[src/rtl/fixed_point_multiplier.sv]
// fixed_point_multiplier
//   Sequential unsigned fixed-point multiplier, Q(W-F).F x Q(W-F).F -> Q(W-F).F.
//   Shift-add datapath, one partial product per clock (W iterations), with
//   saturation on integer overflow and truncation of the dropped fraction.
//   Shares the start/sclr/busy/valid handshake of the restoring divider.
//
// Ports
//   clk    in  1  clock, rising edge
//   rst    in  1  synchronous reset, active-low
//   sclr   in  1  synchronous clear, active-high (same effect as rst)
//   start  in  1  request a multiply (sampled in IDLE or DONE only)
//   a_in   in  W  multiplicand, unsigned Q(W-F).F
//   b_in   in  W  multiplier, unsigned Q(W-F).F
//   p_out  out W  product, held until the next result
//   ovf    out 1  product saturated (integer part did not fit)
//   busy   out 1  high while iterating
//   valid  out 1  one-cycle pulse when p_out/ovf are updated
module fixed_point_multiplier #(
   parameter int unsigned W = 10,
   parameter int unsigned F = 5
) (
   input  logic         clk,
   input  logic         rst,
   input  logic         sclr,
   input  logic         start,
   input  logic [W-1:0] a_in,
   input  logic [W-1:0] b_in,
   output logic [W-1:0] p_out,
   output logic         ovf,
   output logic         busy,
   output logic         valid
);

   localparam int unsigned CW = $clog2(W + 1);

   typedef enum logic [1:0] {
      IDLE = 2'd0,
      CALC = 2'd1,
      DONE = 2'd2
   } state_t;

   state_t          r_state;
   state_t          w_state_next;

   logic [W-1:0]    r_a;
   logic [W-1:0]    r_b;
   logic [2*W-1:0]  r_p;
   logic [CW-1:0]   r_cnt;
   logic [W-1:0]    r_p_out;
   logic            r_ovf;

   logic [W:0]      w_sum;
   logic [2*W-1:0]  w_p_next;
   logic            w_last;
   logic            w_res_ovf;
   logic [W-1:0]    w_res_p;
   logic            w_unused;

   // One shift-add step: conditionally add A into the upper half, then
   // shift {carry, P} right so the carry lands in the top bit.
   always_comb begin
      w_sum    = {1'b0, r_p[2*W-1:W]};
      if (r_b[0]) begin
         w_sum = {1'b0, r_p[2*W-1:W]} + {1'b0, r_a};
      end
      w_p_next = {w_sum, r_p[W-1:1]};
   end

   assign w_last = (r_cnt == CW'(W - 1));

   // Result is formed from the product as it stands after the final step.
   always_comb begin
      w_res_ovf = |w_p_next[2*W-1:W+F];
      w_res_p   = w_p_next[W+F-1:F];
      if (w_res_ovf) begin
         w_res_p = '1;
      end
   end

   // Low fraction bits of the product are discarded by truncation.
   assign w_unused = ^w_p_next;

   // State register
   always_ff @(posedge clk) begin
      if (!rst || sclr) begin
         r_state <= IDLE;
      end else begin
         r_state <= w_state_next;
      end
   end

   // Next-state logic
   always_comb begin
      w_state_next = r_state;
      unique case (r_state)
         IDLE:    if (start) w_state_next = CALC;
         CALC:    if (w_last) w_state_next = DONE;
         DONE:    w_state_next = start ? CALC : IDLE;
         default: w_state_next = IDLE;
      endcase
   end

   // Outputs decoded from the registered state
   always_comb begin
      busy  = 1'b0;
      valid = 1'b0;
      unique case (r_state)
         CALC:    busy  = 1'b1;
         DONE:    valid = 1'b1;
         default: ;
      endcase
   end

   // Datapath
   always_ff @(posedge clk) begin
      if (!rst || sclr) begin
         r_a     <= '0;
         r_b     <= '0;
         r_p     <= '0;
         r_cnt   <= '0;
         r_p_out <= '0;
         r_ovf   <= 1'b0;
      end else begin
         unique case (r_state)
            IDLE, DONE: begin
               if (start) begin
                  r_a   <= a_in;
                  r_b   <= b_in;
                  r_p   <= '0;
                  r_cnt <= '0;
               end
            end
            CALC: begin
               r_p   <= w_p_next;
               r_b   <= {1'b0, r_b[W-1:1]};
               r_cnt <= r_cnt + 1'b1;
               if (w_last) begin
                  r_p_out <= w_res_p;
                  r_ovf   <= w_res_ovf;
               end
            end
            default: ;
         endcase
      end
   end

   assign p_out = r_p_out;
   assign ovf   = r_ovf;

endmodule

[config.mk]
export PLATFORM = sky130hd
export DESIGN_NAME = fixed_point_multiplier
export DESIGN_NICKNAME = d
export VERILOG_FILES = /design/src/rtl/fixed_point_multiplier.sv
export SDC_FILE = /design/constraint.sdc
export NUM_CORES = 1
export LEC_CHECK = 0
export BUFFER_PORTS_ARGS = -buffer_cell sky130_fd_sc_hd__buf_2
export CAP_MARGIN = 20
export CORE_MARGIN = 10
export CORE_UTILIZATION = 57
export DETAILED_ROUTE_END_ITERATION = 10
export PLACE_DENSITY = 0.85
export RECOVER_POWER = 50
export SKIP_CTS_REPAIR_TIMING = 1
export SYNTH_ARGS = -nofsm -noshare
export SYNTH_HDL_FRONTEND = slang
export SYNTH_SLANG_ARGS = --single-unit
[constraint.sdc]
create_clock -name clk -period 3.09 [get_ports clk]
set_clock_uncertainty 0.05 [all_clocks]
set_input_delay 0.7725 -clock clk [delete_from_list [all_inputs] [get_ports clk]]
set_output_delay 0.7725 -clock clk [all_outputs]
set_load 0.01 [all_outputs]
== After elaboration in Yosys (flattened, before gate mapping) ==
Cells that the tools add are included.
Storage, ports and cells
  flip-flop bits (word level): 57
  bits of input ports: 24
  output and inout port bits: 13
  word-level logic and storage cells: 39
Operators by class
  $add $sub $neg: 2
  eq/ne operators: 6
  multiplexer cells: 14
  reduce and logical (&&, ||, !) cells: 10
Operators by type and width (number)
  20-bit case mux with 2 select lines: 1
  10-bit 2-to-1 mux: 2
  20-bit 2-to-1 mux: 1
  10-bit case mux with 2 select lines: 1
  10-bit by 10-bit adder with 11-bit output: 1
  11-bit 2-to-1 mux: 1
  4-bit case mux with 2 select lines: 1
  2-bit AND reduction: 4
  2-bit != test (second input constant): 3
  2-bit case mux with 3 select lines: 1
  5-bit OR reduction: 1
  4-bit by 1-bit adder with 4-bit output (second input constant): 1
  4-bit equality test (second input constant): 1
  2-bit 2-to-1 mux: 2
  4-bit 2-to-1 mux: 1
  1-bit 2-to-1 mux: 3
  2-bit by 1-bit equality test with 1-bit output (second input constant): 1
  2-bit equality test (second input constant): 1
  2-bit zero test: 1
  2-bit nonzero test: 1
  2-bit OR reduction: 1
  1-bit zero test: 1
  1-bit logical OR: 1

== Logic depth before layout (Yosys ltp) ==
Gate-level depths: netlist (run 1).
  word-level depth: 4
  mapped depth: 9
  mapped depth without buffers: 8

== Worst setup path after synthesis (run 1) ==
Ideal clock, no wire load.
  path kind: register to register
  from: reg r_a[0]
  to: reg r_p_out[4] (netlist: p_out[4])
  setup time: 0.122 ns
  data arrival time: 2.159 ns
  data required time: 2.918 ns
  path slack: 0.759 ns
  stages on the path, launching flop included: 10
  path buffers: 1
  period minus slack after synthesis: 2.331 ns
  path through: dfxtp_1 > ha_1 > fa_1 > a211oi_4 > nor2_1 > nor4_1 > nor4_2 > buf_4 > nor3_1 > a21oi_2
On the way
  word-level cells in the longest chain between the ends: 4
RTL lines
  from (decl): line 45  | logic [W-1:0] r_a;
  from (signal assigned): line 127  | r_a <= a_in;
  10-bit by 10-bit adder with 11-bit output (*): line 64  | w_sum = {1'b0, r_p[2*W-1:W]} + {1'b0, r_a};
  11-bit 2-to-1 mux (*): line 63  | if (r_b[0]) begin
  5-bit OR reduction: line 73  | w_res_ovf = |w_p_next[2*W-1:W+F];
  10-bit 2-to-1 mux (*): line 75  | if (w_res_ovf) begin
  to (signal assigned): line 138  | r_p_out <= w_res_p;
  to (decl): line 49  | logic [W-1:0] r_p_out;
Mark *: on every way between the ends. The rest lies on a longest branch, timed or not.
A chain may end at the register's enable or synchronous reset.

== Worst setup path after layout (run 1) ==
  from: reg r_a[0]
  to: reg r_p_out[7] (netlist: p_out[7])
Same word-level chain as after synthesis.

==> impl_table.tex, run 1 <==
\begin{tabular}{lr}
\hline
Metric & Value \\
\hline
\multicolumn{2}{l}{\textbf{Status}} \\
\quad Outcome & finished with violations \\
\quad Failing checks & capacitance limit, slew limit \\
\multicolumn{2}{l}{\textbf{Cells and area}} \\
\quad Antenna diode count & 0 \\
\quad Register Area & 1021 um\^{}2 \\
\quad Count of placed standard cells in the final layout, fillers left out & 399 \\
\quad Number of inserted filler cells in the final layout & 367 \\
\quad Share of cells above drive strength 1 & 16.14\% \\
\quad Total area of multi-input combinational cells & 1539 um\^{}2 \\
\quad Net total in the final layout & about 380 \\
\quad Synth-to-layout area growth & 10.61\% \\
\multicolumn{2}{l}{\textbf{Timing}} \\
\quad Tcrit/Tclk final & 86.84\% \\
\quad Count of endpoints failing setup in the final report & 0 \\
\quad Highest clock rate & 372.7 MHz \\
\quad Actual slew at the worst max-slew pin & 1729 ps \\
\quad Fin Setup TNS & 0 ps \\
\quad Final worst-path setup slack & 406.6 ps \\
\quad Min cycle time layout & 2683 ps \\
\quad Relative slew margins & -15.28\% \\
\quad Final hold slack & 413.6 ps \\
\quad Number of max-slew violations in the final report & between 40 and 50 \\
\quad Unrepaired setup endpoints after global routing & false \\
\quad Count of final hold-check violations & 0 \\
\multicolumn{2}{l}{\textbf{Setup path}} \\
\quad Worst reg-to-reg path cell count & 8 \\
\quad Worst endpoint required time & 3270 ps \\
\quad R2R Path End & p\_out[7]\$\_SDFFE\_PP0P\_ \\
\quad Crit path largest cell delay & 530 ps \\
\quad Launch instance of the worst register-to-register path & r\_a[0]\$\_SDFFE\_PP0P\_ \\
\quad Category of the worst setup path launch point & flop \\
\quad Arrival time of data at the critical path endpoint & 2860 ps \\
\quad Reg2reg setup slack & 410 ps \\
\quad Worst setup startpoint & r\_a[0]\$\_SDFFE\_PP0P\_ \\
\quad Class of the most critical setup path & flop to flop \\
\quad Peak fanout along the critical path & 11 \\
\quad Series of cell instances along the critical path & ha\_1 > fa\_1 > a211oi\_4 > nor2\_1 > and4\_4 > nor4\_4 > nor3\_1 > a21oi\_1 \\
\quad Cell at the slowest stage of the critical path & nor4\_4 \\
\quad Kind of cell adding the most delay to the critical path & simple AND/OR/NAND/NOR gates \\
\quad Critical path buffers and inverters & 0 \\
\quad Crit end category & flop \\
\multicolumn{2}{l}{\textbf{Synth}} \\
\quad Proportion of synthesized flip-flops having asynchronous set or reset & 0\% \\
\quad Most common cell in the netlist & dfxtp\_1 \\
\quad Most used flip-flop cell after synthesis & dfxtp\_1 \\
\quad Post-synthesis net count & 357 \\
\quad Netlist cell types & 50 \\
\quad Mapped Area & 2666 um\^{}2 \\
\quad Top area cells in the synthesized netlist & dfxtp\_1 38\%, a21oi\_1 9.0\%, a22oi\_1 5.6\% \\
\quad Post-synth top area cell & dfxtp\_1 \\
\quad Number of flip-flops and latches in the synthesized netlist & 51 \\
\quad Number of synthesized flops with an enable pin & 0 \\
\quad Synth cell count leaders & 51 x dfxtp\_1, 48 x a21oi\_1, 39 x nand2\_1 \\
\quad Fraction of the yosys area taken by sequential cells & 38.29\% \\
\quad Number of synthesis warnings & 0 \\
\quad Synthesized instance count & between 300 and 400 \\
\quad Area share of the leading cell type in the synthesized netlist & between 30\% and 40\% \\
\quad Avg Synthesized Cell Area & approximately 8.3 um\^{}2 \\
\multicolumn{2}{l}{\textbf{Routing}} \\
\quad Via count & between 2000 and 2500 \\
\quad Final routed wire length divided by cell count & roughly 15 um \\
\quad First-pass iteration count of the detailed router & 5 \\
\quad Count of antenna-violating nets left after detailed routing & 0 \\
\quad Ratio of routed vias to standard cells & 5.972 \\
\quad Detailed router's first-iteration violation count & approximately 190 \\
\quad Post-route DRC & 0 \\
\quad Routed wire length & 6054 um \\
\multicolumn{2}{l}{\textbf{Worst hold path}} \\
\quad Worst min-delay path startpoint & r\_b[5]\$\_SDFFE\_PP0P\_ \\
\quad Worst min-delay path category & flop to flop \\
\quad End point of the most critical hold path & r\_b[5]\$\_SDFFE\_PP0P\_ \\
\quad Number of cells on the worst hold path & 2 \\
\multicolumn{2}{l}{\textbf{Clock tree}} \\
\quad Number of clock sinks & 51 \\
\quad Total clock buffers created by CTS & 5 \\
\quad Number of buffers between clock root and the deepest sink & 2 \\
\quad Cell chosen for the clock root & clkbuf\_8 \\
\quad CTS tree & yes \\
\quad Clock network latency to the later pin of the worst-skew pair & 300 ps \\
\quad H-tree levels & 2 \\
\quad Clock-pin slew of the registers on the worst-case setup and hold paths & about 90 ps \\
\multicolumn{2}{l}{\textbf{Die}} \\
\quad Die height & 88.40 um \\
\quad Effective utilization at floorplan & 59.99\% \\
\quad Die extent in x & 88.40 um \\
\quad Total die area & 7814 um\^{}2 \\
\quad Num ports & 37 \\
\quad Site row count & 24 \\
\quad Core Footprint & 4444 um\^{}2 \\
\multicolumn{2}{l}{\textbf{Global route}} \\
\quad Number of global-route vias before repair & 2233 \\
\quad Largest net degree at the start of global routing & between 40 and 50 \\
\quad Wire length of the first global-routing pass & 10180 um \\
\quad Total GRT Usage & 15.95\% \\
\quad Total gr overflow & 0 \\
\quad Antenna violations before repair & 0 \\
\multicolumn{2}{l}{\textbf{Pwr}} \\
\quad Power per unit of standard cell area & 416.5 nW/um\^{}2 \\
\quad Leakage Power & 1.113 nW \\
\quad Worst VDD drop & 354.2 uV \\
\multicolumn{2}{l}{\textbf{Placed design}} \\
\quad Final GP Congestion & between 0.8 and 0.9 \\
\quad Number of placed cells counting well taps & slightly below 400 \\
\quad Number of buffers added on ports & 36 \\
\quad Post-DP HPWL & about 4400 um \\
\quad Setup Slack @ Placement & 241.1 ps \\
\multicolumn{2}{l}{\textbf{Flow run}} \\
\quad Total of max-cap violations & 1 \\
\hline
\end{tabular}
==> per-stage QoR <==
step           util [%]  instance area, um^2  total power [W]
6_report          66.36                 2949         0.001228
5_1_grt           66.36                 2949         0.001271
4_1_cts           66.67                 2963         0.001229
3_5_place_dp      64.27                 2856        0.0007942
3_3_place_gp      64.27                 2856        0.0007910
2_1_floorplan         -                 2666        0.0007609
==> cell families (layout without fill, tap and decap cells) <==
kind of cell	after synthesis	count (layout)	share of synthesized area (%)
mux	6	6	2.487
buf+inv	26	53	4.317
fa+ha+maj	13	13	6.382
compound gates	108	108	26.42
flops	51	51	38.29
simple gates	112	112	20.79
xor+xnor	4	4	1.314
==> metal layers <==
layer | routed length (um) | up-vias | part of all wire (%) | track usage [%]
met1 | 2623 | 1102 | 43 | 18.60
met4 | 110 | 0 | 1.8 | 6.167
li1 | - | 1201 | - | -
met2 | 2990 | 68 | 49 | 27.33
met3 | 330 | 12 | 5.5 | 4.228
met5 | 0 | - | 0 | 0
==> layout by cell type (no fill, tap or decap), drive strengths merged, types with 4 or more instances in the layout <==
cell and instances:
ha 12, a211oi 4, buf 28, mux2 5, a22oi 20, dfxtp 51
inv 4, nor2 29, nand4 4, nor2b 5, o21ai 15, a21oi 51
clkbuf 19, nor4 4, nand2 39, nor3 14, nand2b 9
==> tightest hold or removal path, delay by kind of cell (launching register included) <==
family	cells	cell delay, ps
flip-flops	1	320
AO/OA/AOI/OAI	1	50
AND/OR/NAND/NOR	1	50
==> area by class of cell <==
cell class	instances	area share (%)
Multi-Input combinational cell	243	52.19
Clock buffer	5	2.333
Inverter	4	0.5091
Clock inverter	2	1.273
Sequential cell	51	34.62
Timing Repair Buffer	42	6.873
Tap cell	52	2.206
==> how the worst max path moves through the flow <==
stage                             to  slack [ps]  cells after the start
6_report       p_out[7]$_SDFFE_PP0P_         410                      8
5_1_grt        p_out[7]$_SDFFE_PP0P_         230                      8
4_1_cts        p_out[7]$_SDFFE_PP0P_         140                      8
3_5_place_dp   p_out[0]$_SDFFE_PP0P_         240                      8
3_3_place_gp    r_p[15]$_SDFFE_PP0P_         300                      8
2_1_floorplan  p_out[4]$_SDFFE_PP0P_         760                      9
==> report_power, final <==
part,switching [W],internal (W),total (W)
logic,0.0000678,0.0000380,0.000106
registers,0.00000750,0.000666,0.000674
clock network,0.000212,0.000237,0.000449
total,0.000287,0.000941,0.00123
==> registers in the layout (all words and copies together), names as in the netlist <==
register  cells
r_p          14
p_out        10
r_a          10
r_b          10
r_cnt         4
r_state       2
ovf           1
No activity file was read; power rests on OpenSTA's default activity.
==> inputs of run 2 (changes only) <==
- ABC_AREA: default -> 1
- ABC_CLOCK_PERIOD_IN_PS: default -> 3090
- PLACE_DENSITY: 0.85 -> 0.86
==> run 2 against run 1 <==
- fmax up 7.6%
- clock power up 23%
- critical path depth unchanged
- the run now ends clean
- sequential share of layout area up 0.52 points
- clock-buffer cell count unchanged
- critical endpoint is now p_out[9]$_SDFFE_PP0P_
- largest power group unchanged
==> impl_table.tex, run 2 <==
\begin{tabular}{lr}
\hline
Metric & Value \\
\hline
\multicolumn{2}{l}{\textbf{Cells and area}} \\
\quad Number of flip-flops under the largest register name & 14 \\
\quad Register Area & 1021 um\^{}2 \\
\quad Commonest non-fill, non-tap cell in the layout & nand2\_1 \\
\quad Net total in the final layout & 447 \\
\quad Most flop-heavy register & r\_p \\
\quad Commonest cells after routing, fill and taps aside & 116 x nand2\_1, 51 x dfxtp\_1, 43 x nor2\_1 \\
\quad Final core occ & about two thirds \\
\quad Number of inserted filler cells in the final layout & 388 \\
\quad Synth-to-layout area growth & 13.55\% \\
\quad Share of cells above drive strength 1 & 11.92\% \\
\quad Antenna diode count & 0 \\
\quad Total area of multi-input combinational cells & approximately 1400 um\^{}2 \\
\multicolumn{2}{l}{\textbf{Worst hold path}} \\
\quad Worst min-delay path category & flop to flop \\
\quad Number of cells on the worst hold path & 2 \\
\multicolumn{2}{l}{\textbf{Timing}} \\
\quad Tcrit/Tclk final & about four fifths \\
\quad Number of max-slew violations in the final report & 0 \\
\quad Count of endpoints failing setup in the final report & 0 \\
\quad Count of final hold-check violations & 0 \\
\quad Actual slew at the worst max-slew pin & 919.5 ps \\
\quad Highest clock rate & 400.8 MHz \\
\quad Min cycle time layout & 2495 ps \\
\quad Relative slew margins & about 39\% \\
\quad Unrepaired setup endpoints after global routing & false \\
\quad Fin Setup TNS & 0 ps \\
\multicolumn{2}{l}{\textbf{Status}} \\
\quad Outcome & complete, no violations \\
\multicolumn{2}{l}{\textbf{Synth}} \\
\quad Most used flip-flop cell after synthesis & dfxtp\_1 \\
\quad Netlist cell types & 31 \\
\quad Top area cells in the synthesized netlist & dfxtp\_1 40\%, nand2\_1 17\%, nor2\_1 6.3\% \\
\quad Post-synthesis net count & between 400 and 500 \\
\quad Synth cell count leaders & 116 x nand2\_1, 51 x dfxtp\_1, 43 x nor2\_1 \\
\quad Synthesized instance count & 375 \\
\quad Mapped Area & 2559 um\^{}2 \\
\quad Avg Synthesized Cell Area & between 6 and 7 um\^{}2 \\
\quad Most common cell in the netlist & nand2\_1 \\
\quad Fraction of the yosys area taken by sequential cells & 39.90\% \\
\quad Proportion of synthesized flip-flops having asynchronous set or reset & 0\% \\
\quad Post-synth top area cell & dfxtp\_1 \\
\quad Number of synthesis warnings & 0 \\
\quad Area share of the leading cell type in the synthesized netlist & 39.90\% \\
\quad Number of synthesized flops with an enable pin & 0 \\
\quad Number of flip-flops and latches in the synthesized netlist & 51 \\
\multicolumn{2}{l}{\textbf{Pwr}} \\
\quad Switching power share of the total & 22.96\% \\
\quad Reg power frac & 50.5\% \\
\quad Int Pwr & 0.001029 W \\
\quad Pwr Total & 0.001336 W \\
\quad Switch Pwr & 0.0003068 W \\
\quad Gate power share & 8.1\% \\
\quad Leakage Power & 1.289 nW \\
\quad Power per unit of standard cell area & 459.9 nW/um\^{}2 \\
\quad Clock power share & between 40\% and 50\% \\
\quad Worst VDD drop & 401.7 uV \\
\multicolumn{2}{l}{\textbf{Setup path}} \\
\quad Peak fanout along the critical path & 23 \\
\quad Arrival time of data at the critical path endpoint & between 2000 and 3000 ps \\
\quad Category of the worst setup path launch point & input port \\
\quad Class of the most critical setup path & input port to flop \\
\quad Worst reg-to-reg path cell count & 14 \\
\quad Crit end category & flop \\
\quad Worst endpoint required time & 3300 ps \\
\multicolumn{2}{l}{\textbf{Flow run}} \\
\quad Total of max-cap violations & 0 \\
\multicolumn{2}{l}{\textbf{Clock tree}} \\
\quad Clock network latency to the later pin of the worst-skew pair & 310 ps \\
\quad H-tree levels & 2 \\
\quad Total clock buffers created by CTS & 5 \\
\quad Cell chosen for the clock root & clkbuf\_8 \\
\quad Number of buffers between clock root and the deepest sink & 2 \\
\quad CTS tree & yes \\
\quad Number of clock sinks & 51 \\
\quad Clock-pin slew of the registers on the worst-case setup and hold paths & 90 ps \\
\multicolumn{2}{l}{\textbf{Global route}} \\
\quad Largest net degree at the start of global routing & 24 \\
\quad Total GRT Usage & 16.43\% \\
\quad Antenna violations before repair & 0 \\
\quad Wire length of the first global-routing pass & about 10000 um \\
\quad Total gr overflow & 0 \\
\quad Number of global-route vias before repair & 2402 \\
\multicolumn{2}{l}{\textbf{Routing}} \\
\quad Ratio of routed vias to standard cells & 5.339 \\
\quad First-pass iteration count of the detailed router & 4 \\
\quad Via count & 2472 \\
\quad Count of antenna-violating nets left after detailed routing & 0 \\
\quad Detailed router's first-iteration violation count & approximately 240 \\
\quad Routed wire length & 5964 um \\
\quad Post-route DRC & 0 \\
\quad Final routed wire length divided by cell count & about 13 um \\
\multicolumn{2}{l}{\textbf{Placed design}} \\
\quad Final GP Congestion & 0.8905 \\
\quad Post-DP HPWL & 4434 um \\
\quad Number of buffers added on ports & 36 \\
\multicolumn{2}{l}{\textbf{Die}} \\
\quad Effective utilization at floorplan & a little under 60\% \\
\quad Total die area & roughly 7600 um\^{}2 \\
\quad Die extent in x & 87 um \\
\quad Num ports & 37 \\
\quad Core Footprint & between 4000 and 5000 um\^{}2 \\
\quad Die height & 87 um \\
\quad Site row count & 24 \\
\hline
\end{tabular}
## run 2: routing by layer
| layer | GRT usage (%) | routed length, um | vias up |
|---|---|---|---|
| met5 | 0 | 0 | - |
| met3 | 3.652 | 260 | 12 |
| met2 | 28.45 | 2949 | 46 |
| li1 | - | - | 1278 |
| met1 | 18.98 | 2624 | 1136 |
| met4 | 6.627 | 130 | 0 |
## run 2: through the flow
| step | cells | hold WS [ps] | area (um^2) | setup slack (ps) |
|---|---|---|---|---|
| 2_1_floorplan | 375 | 387.2 | 2559 | 1151 |
| 3_3_place_gp | 455 | 400.6 | 2786 | 795.3 |
| 3_5_place_dp | 455 | 403.4 | 2786 | 715.5 |
| 4_1_cts | 463 | 418.7 | 2923 | 700.9 |
| 5_1_grt | 463 | 436.0 | 2905 | 402.8 |
| 6_report | 463 | 417.2 | 2905 | 595.0 |
## run 2: cell families (layout without fill, tap and decap cells)
family	count (synthesis)	in the layout	share of synthesized area (%)
and+or+nand+nor	189	189	29.78
adders and majority gates	13	13	6.650
AOI/OAI and AO/OA	73	73	15.36
buffers and inverters	46	82	7.286
xor gates and xnor gates	3	3	1.027
DFF	51	51	39.90
## run 2: final cells by class
| type | instances | area share [%] |
|---|---|---|
| tap | 52 | 2.239 |
| sequential | 51 | 35.14 |
| clock buffer | 5 | 2.369 |
| inverter | 31 | 4.005 |
| clock inverter | 3 | 2.326 |
| multi-input combinational | 278 | 46.51 |
| timing repair buffer | 43 | 7.407 |
## run 2: worst paths after layout
kind	slack [ps]	end	start
max	590	p_out[9]$_SDFFE_PP0P_	sclr
min reg2reg	420	r_p[6]$_SDFFE_PP0P_	r_p[6]$_SDFFE_PP0P_
max reg2reg	700	p_out[8]$_SDFFE_PP0P_	r_p[10]$_SDFFE_PP0P_
min	420	r_p[6]$_SDFFE_PP0P_	r_p[6]$_SDFFE_PP0P_
## run 2: critical path, stage by stage
cell,delay [ps]
buf_2,100
nor2_1,90
clkbuf_1,690
inv_1,510
nor2_1,250
inv_1,80
nand2_1,60
a21boi_2,140
## run 2: power groups by stage
stage	clock network, W	logic, W	registers, W
2_1_floorplan	0	0.0000746	0.000689
3_3_place_gp	0	0.000107	0.000690
4_1_cts	0.000559	0.000110	0.000675
6_report	0.000552	0.000109	0.000675
3_5_place_dp	0	0.000109	0.000691
5_1_grt	0.000585	0.000123	0.000677
